File: config.mk
export PLATFORM = sky130hd
export DESIGN_NAME = noc_tx_arbiter_flat
export DESIGN_NICKNAME = d
export VERILOG_FILES = /design/src/rtl/noc_pkg.sv /design/src/rtl/noc_tx_arbiter_if.sv /design/src/rtl/rr_arbiter.sv /design/src/rtl/noc_tx_arbiter.sv /design/src/flat_wrapper.sv
export SDC_FILE = /design/constraint.sdc
export NUM_CORES = 1
export LEC_CHECK = 0
export BUFFER_PORTS_ARGS = -buffer_cell sky130_fd_sc_hd__buf_2
export CAP_MARGIN = 20
export CORE_ASPECT_RATIO = 0.8
export CORE_MARGIN = 8
export CORE_UTILIZATION = 45
export DETAILED_ROUTE_END_ITERATION = 8
export GPL_ROUTABILITY_DRIVEN = 0
export PLACE_DENSITY = 0.9
export SLEW_MARGIN = 30
export SYNTH_ARGS = -nofsm -noshare
export SYNTH_HDL_FRONTEND = slang
export SYNTH_SLANG_ARGS = --single-unit
File: constraint.sdc
create_clock -name clk -period 4.7 [get_ports clk]
set_clock_uncertainty 0.1 [all_clocks]
set_input_delay 0.705 -clock clk [delete_from_list [all_inputs] [get_ports clk]]
set_output_delay 0.705 -clock clk [all_outputs]
set_load 0.02 [all_outputs]
File: src/rtl/noc_pkg.sv
// Shared types and helpers for the NoC transmit arbiter.
// Holds the FSM state enum and the round-robin pick function.
package noc_pkg;

  typedef enum logic [1:0] {
    IDLE = 2'd0,
    SEND = 2'd1,
    GAP  = 2'd2
  } state_e;

  localparam int MAX_REQ = 8;
  localparam int NOC_ADDR_IDLE = 0;

  typedef struct packed {
    logic       found;
    logic [2:0] idx;
  } rr_pick_t;

  // First valid index after ptr, wrapping modulo n.
  function automatic rr_pick_t rr_pick(
    input logic [MAX_REQ-1:0] valid,
    input logic [2:0]         ptr,
    input int                 n
  );
    rr_pick_t r;
    int       k;
    r = '0;
    for (int i = 1; i <= MAX_REQ; i++) begin
      k = (int'(ptr) + i) % n;
      if (i <= n && !r.found && valid[k[2:0]]) begin
        r.found = 1'b1;
        r.idx   = k[2:0];
      end
    end
    return r;
  endfunction

endpackage

File: src/rtl/noc_tx_arbiter_if.sv
// Requester-side valid/ready bundle for the NoC transmit arbiter.
// Each requester owns one lane of the packed addr/data vectors.
interface noc_tx_arbiter_if #(
  parameter int NUM_REQ = 4,
  parameter int ADDR_W  = 8,
  parameter int DATA_W  = 32
);

  logic [NUM_REQ-1:0]        req_valid;
  logic [NUM_REQ*ADDR_W-1:0] req_addr;
  logic [NUM_REQ*DATA_W-1:0] req_data;
  logic [NUM_REQ-1:0]        req_ready;

  modport master (
    output req_valid,
    output req_addr,
    output req_data,
    input  req_ready
  );

  modport slave (
    input  req_valid,
    input  req_addr,
    input  req_data,
    output req_ready
  );

endinterface

File: src/rtl/rr_arbiter.sv
// Combinational round-robin picker.
// Searches from ptr+1 upward, wrapping, for the first valid.
module rr_arbiter
  import noc_pkg::*;
#(
  parameter int NUM_REQ = 4,
  parameter int IDX_W   = $clog2(NUM_REQ)
) (
  input  logic [NUM_REQ-1:0] valid,
  input  logic [IDX_W-1:0]   ptr,
  output logic [NUM_REQ-1:0] grant,
  output logic [IDX_W-1:0]   idx,
  output logic               any
);

  logic [MAX_REQ-1:0] v_ext;
  rr_pick_t           pick;

  // Widen to the package width and run the pick.
  always_comb begin
    v_ext = '0;
    v_ext[NUM_REQ-1:0] = valid;
    pick  = rr_pick(v_ext, 3'(ptr), NUM_REQ);
    any   = pick.found;
    idx   = IDX_W'(pick.idx);
    grant = '0;
    if (pick.found)
      grant = NUM_REQ'(1) << idx;
  end

endmodule

File: src/rtl/noc_tx_arbiter.sv
// Shares the outbound NoC PIO link among several requesters.
// Each word is held HOLD_CYCLES, then address 0 for GAP_CYCLES.
module noc_tx_arbiter
  import noc_pkg::*;
#(
  parameter int NUM_REQ     = 4,
  parameter int ADDR_W      = 8,
  parameter int DATA_W      = 32,
  parameter int HOLD_CYCLES = 4,
  parameter int GAP_CYCLES  = 2,
  parameter int IDX_W       = $clog2(NUM_REQ)
) (
  input  logic               clk,
  input  logic               reset,
  noc_tx_arbiter_if.slave    rq,
  output logic [ADDR_W-1:0]  addr_out,
  output logic [DATA_W-1:0]  data_out,
  output logic               busy,
  output logic [IDX_W-1:0]   grant_id,
  output logic               drop_err
);

  localparam int CNT_MAX =
    (HOLD_CYCLES > GAP_CYCLES) ? HOLD_CYCLES : GAP_CYCLES;
  localparam int CNT_W =
    (CNT_MAX > 1) ? $clog2(CNT_MAX) : 1;

  state_e              state;
  logic [CNT_W-1:0]    cnt;
  logic [IDX_W-1:0]    rr;
  logic [NUM_REQ-1:0]  grant;
  logic [IDX_W-1:0]    win_idx;
  logic                any;
  logic                accept;
  logic [ADDR_W-1:0]   pick_addr;
  logic [DATA_W-1:0]   pick_data;

  rr_arbiter #(
    .NUM_REQ (NUM_REQ),
    .IDX_W   (IDX_W)
  ) u_arb (
    .valid (rq.req_valid),
    .ptr   (rr),
    .grant (grant),
    .idx   (win_idx),
    .any   (any)
  );

  // Winner lane select and the accept pulse, offered only in IDLE.
  always_comb begin
    pick_addr    = rq.req_addr[int'(win_idx)*ADDR_W +: ADDR_W];
    pick_data    = rq.req_data[int'(win_idx)*DATA_W +: DATA_W];
    accept       = (state == IDLE) && any && !reset;
    rq.req_ready = accept ? grant : '0;
  end

  // Link FSM: accept in IDLE, hold word in SEND, force idle in GAP.
  always_ff @(posedge clk) begin
    if (reset) begin
      state    <= IDLE;
      cnt      <= '0;
      rr       <= IDX_W'(NUM_REQ-1);
      grant_id <= IDX_W'(NUM_REQ-1);
      addr_out <= '0;
      data_out <= '0;
      busy     <= 1'b0;
      drop_err <= 1'b0;
    end else begin
      drop_err <= 1'b0;
      unique case (state)
        IDLE: begin
          if (accept) begin
            rr       <= win_idx;
            grant_id <= win_idx;
            if (pick_addr == ADDR_W'(NOC_ADDR_IDLE)) begin
              drop_err <= 1'b1;
            end else begin
              addr_out <= pick_addr;
              data_out <= pick_data;
              cnt      <= CNT_W'(HOLD_CYCLES-1);
              busy     <= 1'b1;
              state    <= SEND;
            end
          end
        end
        SEND: begin
          if (cnt == '0) begin
            addr_out <= ADDR_W'(NOC_ADDR_IDLE);
            cnt      <= CNT_W'(GAP_CYCLES-1);
            state    <= GAP;
          end else begin
            cnt <= cnt - 1'b1;
          end
        end
        GAP: begin
          if (cnt == '0) begin
            busy  <= 1'b0;
            state <= IDLE;
          end else begin
            cnt <= cnt - 1'b1;
          end
        end
        default: state <= IDLE;
      endcase
    end
  end

endmodule

File: src/flat_wrapper.sv
// flat-port wrapper written by rule: the top's interface ports become plain ports
module noc_tx_arbiter_flat import noc_pkg::*;
#(
  parameter int NUM_REQ     = 4,
  parameter int ADDR_W      = 8,
  parameter int DATA_W      = 32,
  parameter int HOLD_CYCLES = 4,
  parameter int GAP_CYCLES  = 2,
  parameter int IDX_W       = $clog2(NUM_REQ)
)
  (clk, reset, addr_out, data_out, busy, grant_id, drop_err, rq_req_valid, rq_req_addr, rq_req_data, rq_req_ready);
  noc_tx_arbiter_if #(.NUM_REQ(NUM_REQ), .ADDR_W(ADDR_W), .DATA_W(DATA_W)) rq_i ();
  input  logic clk;
  input  logic reset;
  output logic [ADDR_W-1:0] addr_out;
  output logic [DATA_W-1:0] data_out;
  output logic busy;
  output logic [IDX_W-1:0] grant_id;
  output logic drop_err;
  input wire logic [$bits(rq_i.req_valid)-1:0] rq_req_valid;
  input wire logic [$bits(rq_i.req_addr)-1:0] rq_req_addr;
  input wire logic [$bits(rq_i.req_data)-1:0] rq_req_data;
  output wire logic [$bits(rq_i.req_ready)-1:0] rq_req_ready;
  assign rq_i.req_valid = rq_req_valid;
  assign rq_i.req_addr = rq_req_addr;
  assign rq_i.req_data = rq_req_data;
  assign rq_req_ready = rq_i.req_ready;
  noc_tx_arbiter #(.NUM_REQ(NUM_REQ), .ADDR_W(ADDR_W), .DATA_W(DATA_W), .HOLD_CYCLES(HOLD_CYCLES), .GAP_CYCLES(GAP_CYCLES), .IDX_W(IDX_W)) u_core (.clk(clk), .reset(reset), .rq(rq_i), .addr_out(addr_out), .data_out(data_out), .busy(busy), .grant_id(grant_id), .drop_err(drop_err));
endmodule
Yosys cells after proc, flatten, opt, wreduce, memory -nomap -nowiden --
Cells that the tools add are included.
Word-level totals: bits in registers 48, bits in latches 0, bits in writable memories 0, memory bits (read-only) 0, input port bits 166, word-level logic and storage cells 92, memories kept 0
Operators by class: add/sub/neg operators 5, multiply operators 0, divide/modulo/power cells 0, order comparisons 4, equality and inequality tests 7, shifts and indexed selects 3, multiplexer cells 33, bitwise operators 7, reductions and logical operators 26
Operators by type and width (number):
- 128-bit by 8-bit variable part select with 32-bit output | 1
- 32-bit by 6-bit variable part select with 8-bit output | 1
- 4-bit 2-to-1 mux | 6
- 8-bit 2-to-1 mux | 3
- 3-bit by 4-bit less-than comparator with 1-bit output, second input constant | 4
- 2-bit 2-to-1 mux | 8
- 8-bit case mux with 2 select lines | 1
- 4-bit AND reduction | 4
- 1-bit binary-select mux with 3-bit select | 4
- 2-bit case mux with 3 select lines | 2
- 8-bit zero test | 1
- 1-bit 2-to-1 mux | 8
- 2-bit OR reduction | 4
- 2-bit by 1-bit inequality test with 1-bit output, second input constant | 3
- 1-bit logical AND | 5
- 2-bit by 1-bit adder with 2-bit output, second input constant | 2
- 2-bit adder, second input constant | 2
- 1-bit AND, first input constant | 4
- 1-bit zero test | 4
- 2-bit zero test | 2
- 2-bit inequality test, second input constant | 2
- 2-bit nonzero test | 2
- 1-bit by 2-bit left shift with 4-bit output, first input constant | 1
- 1-bit NOT | 3
- other kinds (8) | 8

Logic depth before layout (Yosys ltp) --
Gate-level depths: netlist of run 1.
depth in word-level cells 20, gate-level depth with buffers 12, mapped depth without buffers 8

Cells and area by module --
A second synthesis of run 1 with hierarchy kept.
Second synthesis, totals: cell total of the unflattened synthesis 268, area total of the unflattened synthesis 3070.4 um^2
Modules (own cells, without submodules):
- noc_tx_arbiter | instances 1, cells an instance 234, area an instance 2847.7 um^2, sequential area each 960.9 um^2
- rr_arbiter | instances 1, cells an instance 34, area an instance 222.7 um^2, sequential area each 0.0 um^2

Least setup slack after synthesis of run 1 --
No wires, ideal clock.
path type input-to-reg, from in rq_req_valid[0], to reg u_core.addr_out[0], data arrival time 2.954 ns, data required time 4.479 ns, path slack 1.525 ns, stages on the path 11, buffers on the path 3, path through nor2b_1 -> o21ai_2 -> and2_1 -> buf_6 -> buf_6 -> a211oi_1 -> o22ai_1 -> or4_1 -> buf_2 -> o2bb2ai_4 -> mux2_4
Between the ends: longest elaborated chain between the ends 16
Ends and longest elaborated chain:
- start, declared | RTL line flat_wrapper.sv:20 | input wire logic [$bits(rq_i.req_valid)-1:0] rq_req_valid;
- 1-bit binary-select mux with 3-bit select | RTL line noc_pkg.sv:30 | if (i <= n && !r.found && valid[k[2:0]]) begin
- 1-bit 2-to-1 mux (not written as such) | RTL line noc_pkg.sv:30
- 4-bit 2-to-1 mux | RTL line noc_pkg.sv:30
- 1-bit zero test | RTL line noc_pkg.sv:30
- 1-bit logical AND | RTL line noc_pkg.sv:30
- 4-bit 2-to-1 mux | RTL line noc_pkg.sv:30
- 1-bit zero test | RTL line noc_pkg.sv:30
- 1-bit logical AND | RTL line noc_pkg.sv:30
- 4-bit 2-to-1 mux | RTL line noc_pkg.sv:30
- 1-bit zero test | RTL line noc_pkg.sv:30
- 1-bit logical AND | RTL line noc_pkg.sv:30
- 4-bit 2-to-1 mux * | RTL line noc_pkg.sv:30
- 32-bit by 6-bit variable part select with 8-bit output or 1-bit logical AND (tied branches) | RTL line noc_tx_arbiter.sv:51, noc_tx_arbiter.sv:53
- 8-bit zero test, or another cell as far along | RTL line noc_tx_arbiter.sv:75 | if (pick_addr == ADDR_W'(NOC_ADDR_IDLE)) begin
- 2-bit inequality test (no line), or another cell as far along
- 4-bit AND reduction (no line) or 8-bit case mux with 2 select lines (tied branches)
- end signal, assigned | RTL line noc_tx_arbiter.sv:78 | addr_out <= pick_addr;
- end signal, assigned | RTL line noc_tx_arbiter.sv:88 | addr_out <= ADDR_W'(NOC_ADDR_IDLE);
- end, declared | RTL line noc_tx_arbiter.sv:16 | output logic [ADDR_W-1:0] addr_out,
Mark *: on every way between the ends. The rest lies on a longest branch, timed or not. The select of a mux whose other input is x is not followed. A chain may end at the register's enable or synchronous reset.

Final worst setup path of run 1 --
from in rq_req_valid[0], to reg u_core.state[0]
Between the ends: longest elaborated chain between the ends 16
Ends and longest elaborated chain:
- 1-bit binary-select mux with 3-bit select | RTL line noc_pkg.sv:30
- 1-bit 2-to-1 mux (not written as such) | RTL line noc_pkg.sv:30
- 4-bit 2-to-1 mux | RTL line noc_pkg.sv:30
- 1-bit zero test | RTL line noc_pkg.sv:30
- 1-bit logical AND | RTL line noc_pkg.sv:30
- 4-bit 2-to-1 mux | RTL line noc_pkg.sv:30
- 1-bit zero test | RTL line noc_pkg.sv:30
- 1-bit logical AND | RTL line noc_pkg.sv:30
- 4-bit 2-to-1 mux | RTL line noc_pkg.sv:30
- 1-bit zero test | RTL line noc_pkg.sv:30
- 1-bit logical AND | RTL line noc_pkg.sv:30
- 4-bit 2-to-1 mux * | RTL line noc_pkg.sv:30
- 32-bit by 6-bit variable part select with 8-bit output or 1-bit logical AND (tied branches) | RTL line noc_tx_arbiter.sv:51, noc_tx_arbiter.sv:53
- 8-bit zero test or 1-bit logical AND (tied branches) | RTL line noc_tx_arbiter.sv:75, noc_tx_arbiter.sv:53
- 2-bit inequality test (no line) or 2-bit by 1-bit inequality test with 1-bit output (tied branches)
- 4-bit AND reduction (no line) *
- end signal, assigned | RTL line noc_tx_arbiter.sv:60 | state <= IDLE;
- end signal, assigned | RTL line noc_tx_arbiter.sv:82 | state <= SEND;
- end signal, assigned | RTL line noc_tx_arbiter.sv:90 | state <= GAP;
- end, declared | RTL line noc_tx_arbiter.sv:28 | state_e state;
Marks and branches as above.

==> metrics.csv, run 1 <==
metric;value;unit
ios;214;
final_cells;804;
wl_met1;5.24;mm
routed.top_layer;met4;
min_path_type;reg2reg;
synth-main-ff-cell;dfxtp_1;
antenna_cells;0;
ys_seq_elements;48;
dr.pass1.iters;5;
io_buffers;213;
ir_drop;245;uV
syn_to_final_growth;33.8;%
synth_most_common_cell;nand2_1;
vias;4522;
syn_inst;518;
synth_commonest_cells;nand2_1, nand3_1, dfxtp_1, a21oi_1, o21ai_0;
cts_buffers;5;
period_share;0.752;
fin_total_pwr;2.32;mW
grt_pass1_vias;4492;
synth_top_area_frac;0.275;
wl;13.2;mm
crit_path_max_fanout;36;
syn_area_per_cell;6.74;um^2
setup_viol;0;
crit_path_max_incr_delay;610;ps
worstMarginPinSlew;941;ps
ctsHoldBuffers;0;
clk_path_buf_depth;2;
max_freq;0.283;GHz
drv_slew;0;
die-height;94.8;um
fp-row-count;28;
insertion_delay;290;ps
finalCriticalPeriod;3530;ps
cts_tree;done;
postSynth.asyncResetShare;0;
cts_resized;0;
rsz0062_at_grt;no;
ys_types;42;
wl_met2;6.36;mm
synth_area;3490;um^2
die_width;115;um
core_area;7460;um^2
tns;0;ps
synth-edff-count;0;
drt-initial-drc-count;326;
grt_pass1_wl;20.8;mm
worstPathRequired;4810;ps
critPathKind;in2reg;
gr-total-overflow;0;
synth-warning-count;0;
finalHoldViolCount;0;
nNetsFinal;871;
cts.root.buffer_cell;clkbuf_8;
htree_levels;2;
avgViaCountPerCell;5.62;
drtAntennaViolNets;0;
grt_max_degree;55;
max_slew_margin;0.373;
path_cells;buf_2, o21a_1, o21ai_2, and2_2, a211oi_1, o22ai_1, nor4_4, buf_4, o21ai_0, mux2i_1;
cp_slowest_cell;and2_2;
cp.arrival;3650;ps
syn_nets;691;
endpoint_kind;flop;
yosysTopAreaCell;dfxtp_1;
dp.cells;796;
cts_setup_buffers;0;
synth.area.top_cells;dfxtp_1, nand2_1, nand3_1, nand4_1, a21oi_1;
status;finished clean;
startpoint_type;input port;
drive_above_1_share;0.356;
cap_violations;0;
clkTransAtPathRegs;90;ps
whs;379;ps
start_util;0.468;
dr_wl_met3;1.16;mm
antenna_found_initial;0;
pwr_density_cell;497;nW/um^2
cts_num_sinks;48;
grt_usage;0.231;
die-area;10900;um^2
wl_per_cell;16.4;um
power_leakage;2.29;nW
yosysSeqAreaShare;0.275;
dp_hpwl;10.2;mm
drcViolationCount;0;
==> metal layers <==
metal	GRT usage	vias to the layer above
li1	-	2181
met1	0.262	2066
met2	0.400	236
met3	0.0663	39
met4	0.102	0
met5	0	-
==> metrics by stage <==
step	setup WS, ps	instance area (um^2)	util
after floorplan	1530	3490	-
after global placement	1130	4580	0.614
after detailed placement	934	4580	0.614
after CTS	1210	4670	0.626
after global routing	953	4670	0.626
final	1170	4670	0.626
==> layout by cell type (no fill, tap or decap), types with 2 or more instances in the layout <==
| master | n |
|---|---|
| buf_2 | 213 |
| nand2_1 | 136 |
| nand3_1 | 64 |
| dfxtp_1 | 48 |
| a21oi_1 | 37 |
| o21ai_0 | 34 |
| nand4_1 | 32 |
| a211oi_1 | 15 |
| a21boi_0 | 13 |
| nor3_1 | 12 |
| nor2b_1 | 10 |
| nor2_1 | 8 |
| mux2_4 | 8 |
| buf_4 | 8 |
| ha_1 | 7 |
| nand2b_1 | 6 |
| clkbuf_8 | 6 |
| inv_1 | 5 |
| mux2i_1 | 4 |
| o22ai_1 | 4 |
| a21boi_1 | 3 |
| o21ai_1 | 2 |
| mux2_2 | 2 |
| a211o_1 | 2 |
| clkinv_2 | 2 |
==> kinds of logic after synthesis <==
family                     Yosys count  synth area share
buffers and inverters               53            0.0627
adders and majority gates            7            0.0251
muxes                               14            0.0523
DFF                                 48             0.275
AOI/OAI and AO/OA                  121             0.221
and+or+nand+nor                    275             0.364
==> path summary, 6_finish.rpt <==
path | endpoint | slack (ps) | depth (start not counted) | from
hold / removal | u_core.data_out[13] | 380 | 2 | u_core.data_out[13]
setup reg to reg | u_core.state[0] | 1380 | 9 | u_core.grant_id[0]
setup / recovery | u_core.state[0] | 1170 | 10 | rq_req_valid[0]
hold reg to reg | u_core.data_out[13] | 380 | 2 | u_core.data_out[13]
==> worst max-delay path, delay by kind of cell <==
kind            cells  cell delay (ps)
compound gates      5             1620
mux                 1              250
simple gates        2              690
buf+inv             2              380
==> flip-flops by register name, summed over array words and instances, names as in the netlist <==
name	flops
u_core.addr_out	8
u_core.state	2
u_core.busy	1
u_core.cnt	2
u_core.drop_err	1
u_core.grant_id	2
u_core.data_out	32
==> where the power goes <==
| part | switching, mW | internal, mW | total [mW] |
|---|---|---|---|
| combinational | 0.912 | 0.552 | 1.46 |
| clock | 0.135 | 0.118 | 0.253 |
| sequential | 0.0737 | 0.531 | 0.604 |
| total | 1.12 | 1.20 | 2.32 |
==> area by class of cell <==
type | instances | area [um^2]
inverter | 5 | 18.8
clock inverter | 2 | 10.0
timing repair buffer | 221 | 1130
fill | 675 | 2790
clock buffer | 6 | 82.6
sequential | 48 | 961
multi-input combinational | 417 | 2340
tap | 105 | 131
No activity file was read; power rests on OpenSTA's default activity.
==> inputs of run 2 (changes only) <==
--- a/config.mk
+++ b/config.mk
@@ -9,10 +9,10 @@
 export CAP_MARGIN = 20
 export CORE_ASPECT_RATIO = 0.8
 export CORE_MARGIN = 8
-export CORE_UTILIZATION = 45
+export CORE_UTILIZATION = 40
 export DETAILED_ROUTE_END_ITERATION = 8
 export GPL_ROUTABILITY_DRIVEN = 0
-export PLACE_DENSITY = 0.9
+export PLACE_DENSITY = 0.85
 export SLEW_MARGIN = 30
 export SYNTH_ARGS = -nofsm -noshare
 export SYNTH_HDL_FRONTEND = slang
==> constraint.sdc (replaced) <==
create_clock -name clk -period 3.2 [get_ports clk]
set_clock_uncertainty 0.1 [all_clocks]
set_input_delay 0.48 -clock clk [delete_from_list [all_inputs] [get_ports clk]]
set_output_delay 0.48 -clock clk [all_outputs]
set_load 0.02 [all_outputs]
==> run 2 against run 1 <==
Against the previous run: routed wire length increased by 3.8%; via count increased by 1.3%; clock power increased by 89%; non-clock buffer count increased by 16; worst setup slack got worse by 1100 ps; power increased by 57%; worst hold slack got worse by 4.4 ps; utilization decreased by 5.5 points; register-to-register slack got worse by 1300 ps.
==> metrics.csv, run 2 (synthesized netlist as in run 1, its figures left out) <==
metric;value;unit;change
worstMarginPinSlew;663;ps;-278 ps
syn_to_final_growth;38.6;%;
cap_violations;0;;unchanged
power_leakage;2.38;nW;+3.9%
gr-total-overflow;0;;unchanged
drcViolationCount;0;;unchanged
cts_tree;done;;
endpoint_kind;flop;;
antenna_cells;0;;unchanged
setup_viol;0;;unchanged
ctsHoldBuffers;0;;unchanged
fin_total_pwr;3.64;mW;+57%
antenna_found_initial;0;;unchanged
cts_num_sinks;48;;unchanged
critPathKind;reg2reg;;
critPathBufInv;0;;-2
clkTransAtPathRegs;90;ps;about the same
startpoint_type;flop;;
grt_max_degree;54;;-1.8%
ir_drop;386;uV;+57%
drtAntennaViolNets;0;;unchanged
start_util;0.412;;-0.0563
worstPathRequired;3290;ps;-1520 ps
max_slew_margin;0.552;;+0.179
pwr_density_cell;751;nW/um^2;+51%
grt_pass1_wl;21.6;mm;+3.9%
avgViaCountPerCell;5.54;;-1.5%
reg_top3;u_core.data_out x32, u_core.addr_out x8;;
core_area;8480;um^2;+14%
drv_slew;0;;unchanged
rsz0062_at_grt;no;;
io_buffers;213;;unchanged
cts_buffers;5;;unchanged
dp_hpwl;10.6;mm;+3.4%
whs;375;ps;-4.40 ps
cp_slowest_cell;or4_1;;
path_cells;o21a_1, o21ai_2, and2_2, a211oi_1, o22ai_1, or4_1, o2bb2ai_4, mux2_4;;
nNetsFinal;887;;+1.8%
period_share;0.975;;
die_width;120;um;+5.2%
clk_path_buf_depth;2;;unchanged
htree_levels;2;;unchanged
final_common_cell;buf_2;;
wl;13.7;mm;+3.8%
regMostFlops;u_core.data_out;;
crit_path_max_incr_delay;620;ps;about the same
finalHoldViolCount;0;;unchanged
nFillCells;808;;+20%
grt_pass1_vias;4441;;-1.1%
finalCriticalPeriod;3120;ps;
layout_common_cells;buf_2, nand2_1, nand3_1;;
tns;0;ps;unchanged
vias;4582;;+1.3%
drt-initial-drc-count;296;;-9.2%
max_freq;0.321;GHz;
die-area;12000;um^2;+11%
insertion_delay;290;ps;about the same
fp-row-count;30;;+7.1%
crit_path_max_fanout;18;;-50%
die-height;99.6;um;+5.0%
min_path_type;reg2reg;;
wl_per_cell;16.5;um;+0.96%
largest_reg_flops;32;;unchanged
final_util;0.571;;-0.0553
critical_path.top_delay_family;compound AO/OA/AOI/OAI gates;;
grt_usage;0.215;;-0.0159
cts.root.buffer_cell;clkbuf_8;;
drive_above_1_share;0.375;;+0.0186
cp.arrival;3210;ps;-440 ps
ios;214;;unchanged
dr.pass1.iters;5;;unchanged
status;finished clean;;
## run 2: changes by cell type in the layout (fill, tap and decap cells not counted)
cell and change:
dfxtp_2 +2, a211oi_2 +1, bufinv_16 +1, clkinv_2 -2, clkbuf_8 +1, buf_4 +16, dfxtp_1 -2, a211oi_1 -1
## run 2: final timing paths
check / startpoint / end / slack [ps] / cells past startpoint
min: u_core.data_out[7] / u_core.data_out[7] / 370 / 2
min reg2reg: u_core.data_out[7] / u_core.data_out[7] / 370 / 2
max reg2reg: u_core.grant_id[0] / u_core.addr_out[5] / 80 / 8
max: u_core.grant_id[0] / u_core.addr_out[5] / 80 / 8
## run 2: area by class of cell
| class | count | area (um^2) | share of cell area |
|---|---|---|---|
| timing repair buffer | 237 | 1250 | 0.257 |
| multi-input combinational | 417 | 2350 | 0.485 |
| tap | 112 | 140 | 0.0289 |
| clock inverter | 1 | 30.0 | 0.00620 |
| clock buffer | 7 | 96.3 | 0.0199 |
| inverter | 5 | 18.8 | 0.00387 |
| sequential | 48 | 963 | 0.199 |
## run 2: per-layer routing
| metal | global-route usage | routed length (um) | vias to the layer above | part of all wire |
|---|---|---|---|---|
| li1 | - | - | 2217 | - |
| met1 | 0.260 | 5530 | 2082 | 0.40 |
| met2 | 0.371 | 6610 | 252 | 0.48 |
| met4 | 0.0527 | 225 | 0 | 0.016 |
| met5 | 0 | 0 | - | 0 |
| met3 | 0.0538 | 1300 | 31 | 0.095 |
## run 2: through the flow
step	setup WS (ps)	std cells	area (um^2)
6_report	80.4	827	4840
5_1_grt	5.75	827	4840
4_1_cts	63.3	827	4840
3_5_place_dp	-167	819	4710
3_3_place_gp	37.8	819	4710
2_1_floorplan	216	518	3490
## run 2: power by group
group	switching (mW)	leakage, nW	internal (mW)
Combinational	1.39	1.92	0.883
Sequential	0.112	0.395	0.781
Clock	0.202	0.0645	0.276
## run 2: worst register-to-register path: stages, from the launching register on
cell and delay (ps):
dfxtp_2 420, o21a_1 160, o21ai_2 150, and2_2 350
a211oi_1 430, o22ai_1 180, or4_1 620, o2bb2ai_4 260
mux2_4 340
## run 2: what timing repair did
action | CTS | global route
resized for setup | 0 | 3
setup endpoints to repair | 0 | 41
buffers inserted | 0 | 0
